[config.mk]
export PLATFORM = sky130hd
export DESIGN_NAME = branch_resolver_flat
export DESIGN_NICKNAME = d
export VERILOG_FILES = /design/src/rtl/branch_resolver_pkg.sv /design/src/rtl/branch_resolver_if.sv /design/src/rtl/branch_compare.sv /design/src/rtl/branch_resolver.sv /design/src/flat_wrapper.sv
export SDC_FILE = /design/constraint.sdc
export NUM_CORES = 1
export LEC_CHECK = 0
export BUFFER_PORTS_ARGS = -buffer_cell sky130_fd_sc_hd__clkbuf_2
export CAP_MARGIN = 0
export CORE_MARGIN = 4
export CORE_UTILIZATION = 35
export CTS_CLUSTER_SIZE = 12
export DETAILED_ROUTE_END_ITERATION = 10
export SLEW_MARGIN = 20
export SYNTH_ARGS = -nofsm -noshare
export SYNTH_HDL_FRONTEND = slang
export SYNTH_SLANG_ARGS = --single-unit
[constraint.sdc]
create_clock -name clock -period 5.25 [get_ports clock]
set_input_delay 1.05 -clock clock [delete_from_list [all_inputs] [get_ports clock]]
set_output_delay 1.05 -clock clock [all_outputs]
set_load 0.02 [all_outputs]
[src/rtl/branch_resolver_pkg.sv]
// Shared constants and types for the branch resolver: opcodes, FSM states, PC width.
package branch_resolver_pkg;

  localparam int unsigned PC_WIDTH = 32;

  localparam logic [4:0] OP_BNE = 5'b00010;
  localparam logic [4:0] OP_BLT = 5'b00110;
  localparam logic [4:0] OP_BEX = 5'b10110;

  typedef enum logic {
    StIdle,
    StFlush
  } state_e;

  function automatic logic [31:0] sat_inc(input logic [31:0] v);
    return (v == 32'hFFFF_FFFF) ? v : v + 32'd1;
  endfunction

endpackage

[src/rtl/branch_resolver_if.sv]
// Execute-stage branch inputs and resolver feedback/redirect/flush outputs.
interface branch_resolver_if;
  import branch_resolver_pkg::*;

  logic                x_valid;
  logic [4:0]          x_opcode;
  logic [PC_WIDTH-1:0] x_pc;
  logic [PC_WIDTH-1:0] x_target;
  logic [31:0]         x_op_a;
  logic [31:0]         x_op_b;
  logic                x_predicted_taken;

  logic [PC_WIDTH-1:0] predictor_past_pc;
  logic                predictor_past_wrong;
  logic                past_predicted_taken;
  logic                past_is_branch;
  logic                redirect;
  logic [PC_WIDTH-1:0] redirect_pc;
  logic                flush_fd;
  logic                flush_dx;
  logic [31:0]         stat_branches;
  logic [31:0]         stat_mispredicts;

  modport master (
    output x_valid, x_opcode, x_pc, x_target, x_op_a, x_op_b, x_predicted_taken,
    input  predictor_past_pc, predictor_past_wrong, past_predicted_taken, past_is_branch,
    input  redirect, redirect_pc, flush_fd, flush_dx, stat_branches, stat_mispredicts
  );

  modport slave (
    input  x_valid, x_opcode, x_pc, x_target, x_op_a, x_op_b, x_predicted_taken,
    output predictor_past_pc, predictor_past_wrong, past_predicted_taken, past_is_branch,
    output redirect, redirect_pc, flush_fd, flush_dx, stat_branches, stat_mispredicts
  );

endinterface

[src/rtl/branch_compare.sv]
// Combinational branch decode and actual-outcome evaluation.
module branch_compare
  import branch_resolver_pkg::*;
(
  input  logic [4:0]  opcode_i,
  input  logic [31:0] op_a_i,
  input  logic [31:0] op_b_i,
  output logic        is_branch_o,
  output logic        taken_o
);

  always_comb begin
    is_branch_o = 1'b0;
    taken_o     = 1'b0;
    case (opcode_i)
      OP_BNE: begin
        is_branch_o = 1'b1;
        taken_o     = (op_a_i != op_b_i);
      end
      OP_BLT: begin
        is_branch_o = 1'b1;
        taken_o     = ($signed(op_a_i) < $signed(op_b_i));
      end
      // bex tests rstatus, which arrives on operand B
      OP_BEX: begin
        is_branch_o = 1'b1;
        taken_o     = (op_b_i != 32'd0);
      end
      default: begin
        is_branch_o = 1'b0;
        taken_o     = 1'b0;
      end
    endcase
  end

endmodule

[src/rtl/branch_resolver.sv]
// Resolves execute-stage branches: predictor feedback, fetch redirect, pipeline flush FSM.
// Optional macro BRANCH_STATS_EN enables saturating branch/mispredict counters.
module branch_resolver
  import branch_resolver_pkg::*;
#(
  parameter int unsigned FLUSH_CYCLES = 2
) (
  input logic              clock,
  input logic              reset,
  branch_resolver_if.slave bus
);

  localparam logic [2:0] FlushInit = 3'(FLUSH_CYCLES - 1);

  state_e              state_q, state_d;
  logic [2:0]          cnt_q, cnt_d;
  logic                is_branch, taken;
  logic                res_event, mispredict;
  logic [PC_WIDTH-1:0] past_pc_q;
  logic                past_wrong_q, past_pred_q, past_is_branch_q;
  logic                redirect_q;
  logic [PC_WIDTH-1:0] redirect_pc_q;

  branch_compare u_compare (
    .opcode_i    (bus.x_opcode),
    .op_a_i      (bus.x_op_a),
    .op_b_i      (bus.x_op_b),
    .is_branch_o (is_branch),
    .taken_o     (taken)
  );

  // Branches seen while flushing are wrong-path and never count as events
  assign res_event  = bus.x_valid & is_branch & (state_q == StIdle);
  assign mispredict = res_event & (taken != bus.x_predicted_taken);

  always_comb begin
    state_d = state_q;
    cnt_d   = cnt_q;
    unique case (state_q)
      StIdle: begin
        if (mispredict) begin
          state_d = StFlush;
          cnt_d   = FlushInit;
        end
      end
      StFlush: begin
        if (cnt_q == 3'd0) begin
          state_d = StIdle;
        end else begin
          cnt_d = cnt_q - 3'd1;
        end
      end
    endcase
  end

  always_ff @(posedge clock or posedge reset) begin
    if (reset) begin
      state_q          <= StIdle;
      cnt_q            <= 3'd0;
      past_pc_q        <= '0;
      past_wrong_q     <= 1'b0;
      past_pred_q      <= 1'b0;
      past_is_branch_q <= 1'b0;
      redirect_q       <= 1'b0;
      redirect_pc_q    <= '0;
    end else begin
      state_q          <= state_d;
      cnt_q            <= cnt_d;
      past_is_branch_q <= res_event;
      redirect_q       <= mispredict;
      if (res_event) begin
        past_pc_q    <= bus.x_pc;
        past_wrong_q <= mispredict;
        past_pred_q  <= bus.x_predicted_taken;
      end
      if (mispredict) begin
        redirect_pc_q <= taken ? bus.x_target : bus.x_pc + 32'd1;
      end
    end
  end

  assign bus.predictor_past_pc    = past_pc_q;
  assign bus.predictor_past_wrong = past_wrong_q;
  assign bus.past_predicted_taken = past_pred_q;
  assign bus.past_is_branch       = past_is_branch_q;
  assign bus.redirect             = redirect_q;
  assign bus.redirect_pc          = redirect_pc_q;
  assign bus.flush_fd             = (state_q == StFlush);
  assign bus.flush_dx             = (state_q == StFlush);

`ifdef BRANCH_STATS_EN
  logic [31:0] stat_branches_q, stat_mispredicts_q;

  always_ff @(posedge clock or posedge reset) begin
    if (reset) begin
      stat_branches_q    <= 32'd0;
      stat_mispredicts_q <= 32'd0;
    end else begin
      if (res_event) begin
        stat_branches_q <= sat_inc(stat_branches_q);
      end
      if (mispredict) begin
        stat_mispredicts_q <= sat_inc(stat_mispredicts_q);
      end
    end
  end

  assign bus.stat_branches    = stat_branches_q;
  assign bus.stat_mispredicts = stat_mispredicts_q;
`else
  assign bus.stat_branches    = 32'd0;
  assign bus.stat_mispredicts = 32'd0;
`endif

endmodule
[src/flat_wrapper.sv]
// flat-port wrapper written by rule: the top's interface ports become plain ports
module branch_resolver_flat import branch_resolver_pkg::*;
#(
  parameter int unsigned FLUSH_CYCLES = 2
)
  (clock, reset, bus_x_valid, bus_x_opcode, bus_x_pc, bus_x_target, bus_x_op_a, bus_x_op_b, bus_x_predicted_taken, bus_predictor_past_pc, bus_predictor_past_wrong, bus_past_predicted_taken, bus_past_is_branch, bus_redirect, bus_redirect_pc, bus_flush_fd, bus_flush_dx, bus_stat_branches, bus_stat_mispredicts);
  branch_resolver_if bus_i ();
  input logic clock;
  input logic reset;
  input wire logic [$bits(bus_i.x_valid)-1:0] bus_x_valid;
  input wire logic [$bits(bus_i.x_opcode)-1:0] bus_x_opcode;
  input wire logic [$bits(bus_i.x_pc)-1:0] bus_x_pc;
  input wire logic [$bits(bus_i.x_target)-1:0] bus_x_target;
  input wire logic [$bits(bus_i.x_op_a)-1:0] bus_x_op_a;
  input wire logic [$bits(bus_i.x_op_b)-1:0] bus_x_op_b;
  input wire logic [$bits(bus_i.x_predicted_taken)-1:0] bus_x_predicted_taken;
  output wire logic [$bits(bus_i.predictor_past_pc)-1:0] bus_predictor_past_pc;
  output wire logic [$bits(bus_i.predictor_past_wrong)-1:0] bus_predictor_past_wrong;
  output wire logic [$bits(bus_i.past_predicted_taken)-1:0] bus_past_predicted_taken;
  output wire logic [$bits(bus_i.past_is_branch)-1:0] bus_past_is_branch;
  output wire logic [$bits(bus_i.redirect)-1:0] bus_redirect;
  output wire logic [$bits(bus_i.redirect_pc)-1:0] bus_redirect_pc;
  output wire logic [$bits(bus_i.flush_fd)-1:0] bus_flush_fd;
  output wire logic [$bits(bus_i.flush_dx)-1:0] bus_flush_dx;
  output wire logic [$bits(bus_i.stat_branches)-1:0] bus_stat_branches;
  output wire logic [$bits(bus_i.stat_mispredicts)-1:0] bus_stat_mispredicts;
  assign bus_i.x_valid = bus_x_valid;
  assign bus_i.x_opcode = bus_x_opcode;
  assign bus_i.x_pc = bus_x_pc;
  assign bus_i.x_target = bus_x_target;
  assign bus_i.x_op_a = bus_x_op_a;
  assign bus_i.x_op_b = bus_x_op_b;
  assign bus_i.x_predicted_taken = bus_x_predicted_taken;
  assign bus_predictor_past_pc = bus_i.predictor_past_pc;
  assign bus_predictor_past_wrong = bus_i.predictor_past_wrong;
  assign bus_past_predicted_taken = bus_i.past_predicted_taken;
  assign bus_past_is_branch = bus_i.past_is_branch;
  assign bus_redirect = bus_i.redirect;
  assign bus_redirect_pc = bus_i.redirect_pc;
  assign bus_flush_fd = bus_i.flush_fd;
  assign bus_flush_dx = bus_i.flush_dx;
  assign bus_stat_branches = bus_i.stat_branches;
  assign bus_stat_mispredicts = bus_i.stat_mispredicts;
  branch_resolver #(.FLUSH_CYCLES(FLUSH_CYCLES)) u_core (.clock(clock), .reset(reset), .bus(bus_i));
endmodule
==> results.md, run 1 <==
* Outcome: completed
* Worst IR Drop VDD at 0.252 mV
* Unique cell type count in the Yosys netlist at 48
* HPWL Detailed at 11400 um
* Count of final setup violators at 0
* I/O pin count at 271
* Antenna violation net count after detailed routing at 0
* First element of the critical path: bus_x_op_b[31]
* Maximum number of pins on one net before global-route repair at 44
* Hold crit path type: reg -> reg
* Part of the total power dissipated in sequential elements at 0.353
* Cells taking the most area after synthesis: dfrtp_1 35%, buf_4 9.9%, nand2_1 8.5%
* Cts hold-fix bufs at 0
* Placed cell count at 944
* Highest cell delay on the worst timing path at 0.41 ns
* Post-synthesis sequential area ratio at 0.351
* Count of nets after finishing at 943
* Worst-path cell with the longest stage delay: or3b_1
* Endpoint of the most critical register-to-register path: u_core.bus.redirect_pc[27]
* Total net switching power at 0.000973 W
* FF-to-FF setup slack at 2.80 ns
* Switching share of power at 0.382
* Setup CP Type: in -> reg
* Number of buffers inserted by port buffering at 206
* Gp weighted congestion at 0.804
* Core outline area at 0.0145 mm^2
* Worst path cell trace: clkbuf_2 > inv_1 > ha_1 > nand4_2 > nor4_4 > a21oi_1 > or3b_1 > a21oi_1 > buf_4 > or2_1 > buf_4 > mux2_1 > mux2_1
* Share of the cycle needed by the critical path after routing at 0.778
* Detailed-routing iteration count for the pre-antenna-repair pass at 4
* FF+latch count, synth at 72
* Gate Count Post-Synth at 566
* GRT Overall Usage at 0.170
* Worst reg2reg path depth at 6
* Area of the die at 0.0167 mm^2
* Final hold violation count at 0
* Post-Route Utilization at 0.446
* Combinational share of power at 0.380
* Cell Int Power at 0.00157 W
* Number of buffers inserted to repair setup after CTS at 0
* Initial antenna violation count at 0
* DR vias/cell at 4.64
* Total negative slack for setup checks at 0 ns
* Width of the die at 129 um
* Total gr overflow at 0
* Top achievable clock speed at 0.245 GHz
* Syn_area_per_cell at 9.08 um^2
* Clock network latency to the later pin of the worst-skew pair at 0.34 ns
* Wire per inst at 14.8 um
* Number of cells in the finished layout apart from fillers at 960
* Final number of max-transition violations at 0
* Yosys top cell by area: dfrtp_1
* Height of the die at 129 um
* Leakage dissipation at 3.53 nW
* Number of max-capacitance violations reported at 0
* Clock period minus worst slack at 4.08 ns
* Pwr/cell area at 394 mW/mm^2
* Vias in the first global route at 4220
* Worst slew margin relative to its limit at 0.523
* Synth warnings at 0
* Post-synthesis instance area at 0.00514 mm^2
* RSZ-0062 raised after global routing: no
* Detailed Route Iter0 Violations at 142
* Number of gates resized after cts at 0
* Startpoint of the worst hold path: u_core.bus.predictor_past_pc[3]
* Clock network power share at 0.268
* Worst path required time at 5.47 ns
* Relative area change from synthesis to final layout at 25.5%
* Clk sinks at 72
* Endpoint kind of the worst setup timing path: flop
* Maximum clock insertion buffer count at 2
* Maximum fanout along the worst path at 30
* Fraction of layout instances using a drive strength above 1 at 0.325
* Diode count at 0
* Worst Tran Pin Value at 0.715 ns
* Global-route wire length before repair at 22200 um
* Number of instances on the worst hold path at 2
* Buffer type at the clock tree root: clkbuf_16
* Clock tree from TritonCTS: built
* Worst Hold Endpoint: u_core.bus.predictor_past_pc[3]
* Routed WL at 14200 um
* Number of rows in the core area at 44
* Setup clock skew after layout at 0.00565 ns
* TritonCTS buffer count at 9
* Clock slew at the register clock pins of the worst setup and hold paths at 0.06 ns
* Initial cell density of the core at 0.355
* Number of H-tree levels at 3
* Launching point of the worst reg2reg path: u_core.bus.flush_dx
* Area share of the largest cell type after synthesis at 0.351
* Nature of the critical path startpoint: input pin
* WP data arrival at 4.30 ns
* Vias after detailed routing at 4457
* DRC violation count after routing at 0
## critical path, delay by kind of cell
kind | cells | cell delay (ns)
multiplexers | 2 | 0.65
adder cells (fa/ha/maj) | 1 | 0.33
AND/OR/NAND/NOR | 4 | 1.17
AO/OA/AOI/OAI | 2 | 0.32
buffers and inverters | 4 | 0.77
## area by class of cell
cell class | instances | area [um^2]
Clock buffer | 10 | 239
Clock inverter | 6 | 90.1
Fill cell | 1501 | 8030
Inverter | 40 | 151
Multi-Input combinational cell | 435 | 2860
Sequential cell | 72 | 1800
Tap cell | 184 | 230
Timing Repair Buffer | 213 | 1080
## state kept, by name, indices dropped and copies added, names as in the netlist
register and count:
u_core.bus.predictor_past_pc 32, u_core.bus.redirect_pc 32, u_core.cnt_q 3, u_core.bus.flush_dx 1, u_core.bus.past_is_branch 1, u_core.bus.past_predicted_taken 1, u_core.bus.predictor_past_wrong 1, u_core.bus.redirect 1
## logic make-up (layout without fill, tap and decap cells)
logic type / after synthesis / in the layout / share of synthesized area
simple gates: 208 / 208 / 0.190
buf+inv: 122 / 269 / 0.142
flops: 72 / 72 / 0.351
mux: 54 / 54 / 0.128
compound gates: 44 / 44 / 0.0518
fa+ha+maj: 35 / 35 / 0.0852
xor+xnor: 30 / 30 / 0.0511
other cells: 1 / 64 / 0.000730
## cells in the mapped netlist (all sizes together)
cell type	count
inv	40
nor4b	1
o21ai	3
nand4	19
nand4b	2
o22ai	2
dfrtp	72
or3b	1
o31ai	1
nand2b	3
o21ba	1
nand2	117
nor4	9
xor2	3
nor3b	1
nor2b	1
a21o	2
buf	76
and4	2
o211ai	1
o311ai	1
and2	3
or2	3
xnor2	27
conb	1
o21a	1
a21oi	27
mux2	52
nor2	14
a221oi	1
nor3	14
a21boi	2
o221ai	1
a2bb2oi	1
clkbuf	6
nand3	13
mux2i	2
ha	35
and3	5
## power groups by stage
stage | clock network, W | registers, W | logic, W
final | 0.000681 | 0.000897 | 0.000966
after global routing | 0.000723 | 0.000927 | 0.00107
after CTS | 0.000700 | 0.000900 | 0.000983
after detailed placement | 0 | 0.000902 | 0.000984
after global placement | 0 | 0.000907 | 0.000972
after floorplan | 0 | 0.00115 | 0.000396
## layout by cell type, fill, tap and decap left out, types with 5 or more instances in the layout
cell and count:
a21oi_1 27, clkbuf_16 9, and3_1 5, nand2_1 117, nand3_1 13, mux2_1 37
buf_4 7, nor4_1 8, mux2_4 14, inv_1 37, nor3_1 14, conb_1 64
ha_1 35, xnor2_1 27, clkbuf_2 206, nand4_1 18, nor2_1 14, dfrtp_1 72
## per-layer routing
metal / vias to the layer above / global-route usage / share of wire
met3: 18 / 0.0585 / 0.10
met2: 188 / 0.272 / 0.46
met5: - / 0 / 0
met1: 2058 / 0.214 / 0.41
met4: 0 / 0.0581 / 0.018
li1: 2193 / - / -
## how the worst max path moves through the flow
stage | endpoint | slack, ns | depth (start not counted)
floorplan | u_core.bus.redirect_pc[10] | 1.41 | 13
global placement | u_core.bus.redirect_pc[20] | 0.87 | 13
detailed placement | u_core.bus.redirect_pc[28] | 0.78 | 13
CTS | u_core.bus.redirect_pc[27] | 1.14 | 13
global route | u_core.bus.redirect_pc[30] | 0.89 | 13
finish | u_core.bus.redirect_pc[27] | 1.17 | 13
## metrics by stage
step	hold slack (ns)	cell area (um^2)	power [W]	worst slack (ns)
after floorplan	0.513	5380	0.00154	1.41
after global placement	0.459	6120	0.00188	0.866
after detailed placement	0.463	6120	0.00189	0.776
after CTS	0.482	6450	0.00258	1.14
after global routing	0.496	6450	0.00272	0.890
final	0.474	6450	0.00254	1.17
Note: power is estimated with default switching activity, not from simulation.
==> inputs of run 2 (changes only) <==
Settings changed: ABC_AREA set to 1, PLACE_DENSITY set to 0.66.
Clock period 5.25 ns to 3.6 ns, I/O delays scaled along.
==> results.md, run 2 <==
* Outcome: completed
* Pre-CTS WS at 0.502 ns (-0.274 ns)
* Most used standard cell by instance count after synthesis: nand2_1
* Top achievable clock speed at 0.362 GHz
* Count of nets after finishing at 1137 (+21%)
* RSZ-0062 raised after global routing: no
* Detailed-routing iteration count for the pre-antenna-repair pass at 5 (+1)
* Width of the die at 132 um (+2.4%)
* Pwr/cell area at 476 mW/mm^2 (+21%)
* Relative area change from synthesis to final layout at 23.5%
* WP data arrival at 3.03 ns (-1.27 ns)
* Met2 demand-to-capacity share in global routing at 0.283 (+0.0111)
* Highest cell delay on the worst timing path at 0.34 ns (-0.07 ns)
* Gp weighted congestion at 0.898 (+12%)
* Clock tree from TritonCTS: built
* Number of flops mapped to enable cells by yosys at 0 (unchanged)
* Met3 routing resource usage after global routing at 0.0542 (-0.00433)
* Worst path cell trace: clkbuf_2 > inv_1 > ha_1 > nand2_1 > inv_2 > nand2_1 > nor2_2 > nand2_1 > inv_1 > nand2_1 > nand2_1 > o21bai_1 > nand2_1 > nand2_2 > nand3_4 > buf_4 > inv_1 > nand2_1 > nand2_1 > nand2_1 > nand2_1
* Worst IR Drop VDD at 0.185 mV (-27%)
* Clock period minus worst slack at 2.76 ns
* Yosys top cell by area: dfrtp_1
* Initial cell density of the core at 0.357 (+0.00213)
* TritonCTS buffer count at 9 (unchanged)
* Worst slew margin relative to its limit at 0.480 (-0.0424)
* Antenna violation net count after detailed routing at 0 (unchanged)
* Routed WL at 15600 um (+10%)
* Worst-path cell with the longest stage delay: ha_1
* Wire per inst at 13.5 um (-8.8%)
* Post-detailed-placement cell area at 0.00636 mm^2 (+3.8%)
* GRT met1 Usage at 0.217 (+0.00265)
* Syn_area_per_cell at 7.08 um^2 (-22%)
* Leakage dissipation at 4.01 nW (+14%)
* Post-synthesis instance area at 0.00541 mm^2 (+5.2%)
* Critical path's top delay family: simple AND/OR/NAND/NOR gates
* Clock network power share at 0.302 (+0.034)
* FF+latch count, synth at 72 (unchanged)
* DR vias/cell at 4.47 (-3.8%)
* Total gr overflow at 0 (unchanged)
* Number of max-capacitance violations reported at 0 (unchanged)
* Setup clock skew after layout at 0.00498 ns (-0.000673 ns)
* Total non-filler cell area in the finished layout at 0.00668 mm^2 (+3.5%)
* Gate Count Post-Synth at 764 (+35%)
* Number of buffers inserted by port buffering at 206 (unchanged)
* GRT Overall Usage at 0.173 (+0.00353)
* Maximum fanout along the worst path at 21 (-30%)
* Unique cell type count in the Yosys netlist at 29 (-40%)
* Fraction of layout instances using a drive strength above 1 at 0.246 (-0.0784)
* Share of the cycle needed by the critical path after routing at 0.767
* Cell mode on critical path: nand2_1
* Synth warnings at 0 (unchanged)
* Vias after detailed routing at 5179 (+16%)
* Leading cell type in the layout, fill and taps excluded: nand2_1
* Maximum clock insertion buffer count at 2 (unchanged)
* Post-synthesis sequential area ratio at 0.333 (-0.0174)
* Endpoint kind of the worst setup timing path: flop
* Total negative slack for setup checks at 0 ns (unchanged)
* Detailed Route Iter0 Violations at 273 (+92%)
* Cts hold-fix bufs at 0 (unchanged)
* Number of H-tree levels at 3 (unchanged)
* Count of final setup violators at 0 (unchanged)
* Clock network latency to the later pin of the worst-skew pair at 0.33 ns (about the same)
* Initial antenna violation count at 1 (+1)
* Layer carrying the most global-route usage: met2
* Total net switching power at 0.00118 W (+21%)
* Leading cell types by count after synthesis: 291 x nand2_1, 96 x inv_1, 72 x dfrtp_1, 69 x buf_4, 49 x o21ai_0
* Clock slew at the register clock pins of the worst setup and hold paths at 0.06 ns (about the same)
* Main synth FF type: dfrtp_1
* Area share of the largest cell type after synthesis at 0.333 (-0.0174)
* Height of the die at 132 um (+2.4%)
* Number of cells in the finished layout apart from fillers at 1159 (+21%)
* Clk sinks at 72 (unchanged)
* HPWL Detailed at 13000 um (+15%)
* Final number of max-transition violations at 0 (unchanged)
* Setup CP Type: in -> reg
* Vias in the first global route at 5004 (+19%)
* Async S/R FF share, synth at 1.00 (unchanged)
* Global-route wire length before repair at 24600 um (+11%)
* I/O pin count at 271 (unchanged)
* Switching share of power at 0.370 (-0.0119)
* Hold crit path type: reg -> reg
* Maximum number of pins on one net before global-route repair at 64 (+45%)
* Part of the total power dissipated in sequential elements at 0.360 (+0.007)
* Core outline area at 0.0151 mm^2 (+4.6%)
* Buffer type at the clock tree root: clkbuf_16
* DRC violation count after routing at 0 (unchanged)
* Post-route worst setup slack at 0.840 ns (-0.327 ns)
* Hold slack at 0.479 ns (+0.00433 ns)
* Critical path buffer and inverter count at 6 (+2)
* Cell Int Power at 0.00200 W (+27%)
* Combinational share of power at 0.337 (-0.043)
* Worst Tran Pin Value at 0.778 ns (+0.0634 ns)
* Worst path required time at 3.87 ns (-1.60 ns)
* Number of rows in the core area at 45 (+2.3%)
* Placed cell count at 1142 (+21%)
* Area of the die at 0.0175 mm^2 (+4.9%)
* Cells taking the most area after synthesis: dfrtp_1 33%, nand2_1 20%, buf_4 9.6%
* Number of gates resized after cts at 0 (unchanged)
* Number of buffers inserted to repair setup after CTS at 0 (unchanged)
* Final hold violation count at 0 (unchanged)
* Nature of the critical path startpoint: input pin
* Commonest non-fill, non-tap cells in the layout: 290 x nand2_1, 206 x clkbuf_2, 95 x inv_1
-- run 2: power by group through the flow --
stage	combinational, W	clock (W)	sequential, W
detailed placement	0.00108	0	0.00116
floorplan	0.000474	0	0.00139
finish	0.00107	0.000961	0.00115
global route	0.00120	0.00102	0.00117
CTS	0.00109	0.000986	0.00115
global placement	0.00107	0	0.00115
-- run 2: layout make-up --
class | instances | area [um^2]
fill | 1585 | 8470
multi-input combinational | 572 | 2870
sequential | 72 | 1800
timing repair buffer | 211 | 1080
inverter | 99 | 372
clock buffer | 10 | 239
tap | 188 | 235
clock inverter | 6 | 82.6
antenna | 1 | 2.50
-- run 2: per-stage QoR --
step | total power [W] | util
floorplan | 0.00186 | -
global placement | 0.00223 | 0.420
detailed placement | 0.00224 | 0.420
CTS | 0.00322 | 0.441
global route | 0.00340 | 0.441
finish | 0.00318 | 0.441
-- run 2: final timing paths --
path                                                 start                                to  slack (ns)  cells past startpoint
max in group asynchronous                            reset  u_core.bus.predictor_past_pc[20]        2.42                      3
worst min-delay path            u_core.bus.redirect_pc[13]        u_core.bus.redirect_pc[13]        0.48                      2
min in group asynchronous                            reset         u_core.bus.redirect_pc[7]        0.52                      2
worst max-delay path                        bus_x_op_b[31]        u_core.bus.redirect_pc[25]        0.84                     21
worst min register to register  u_core.bus.redirect_pc[13]        u_core.bus.redirect_pc[13]        0.48                      2
worst max register to register         u_core.bus.flush_dx                   u_core.cnt_q[0]        1.96                      8
-- run 2: kinds of logic after synthesis --
family          after synthesis  synth area share
flops                        72             0.333
buf+inv                     183             0.181
other cells                   1          0.000693
compound gates               66            0.0652
xor+xnor                     29            0.0470
fa+ha+maj                    35            0.0810
simple gates                378             0.292
-- run 2: worst register-to-register path, delay by kind of cell, from the launching register on --
kind / cells / cell delay [ns]
flip-flops: 1 / 0.50
AND/OR/NAND/NOR: 5 / 0.48
buffers and inverters: 3 / 0.57
-- run 2: routing by layer --
layer	up-vias	wire length, um
li1	2676	-
met1	2288	6510
met2	191	7300
met3	24	1470
met4	0	325
met5	-	0
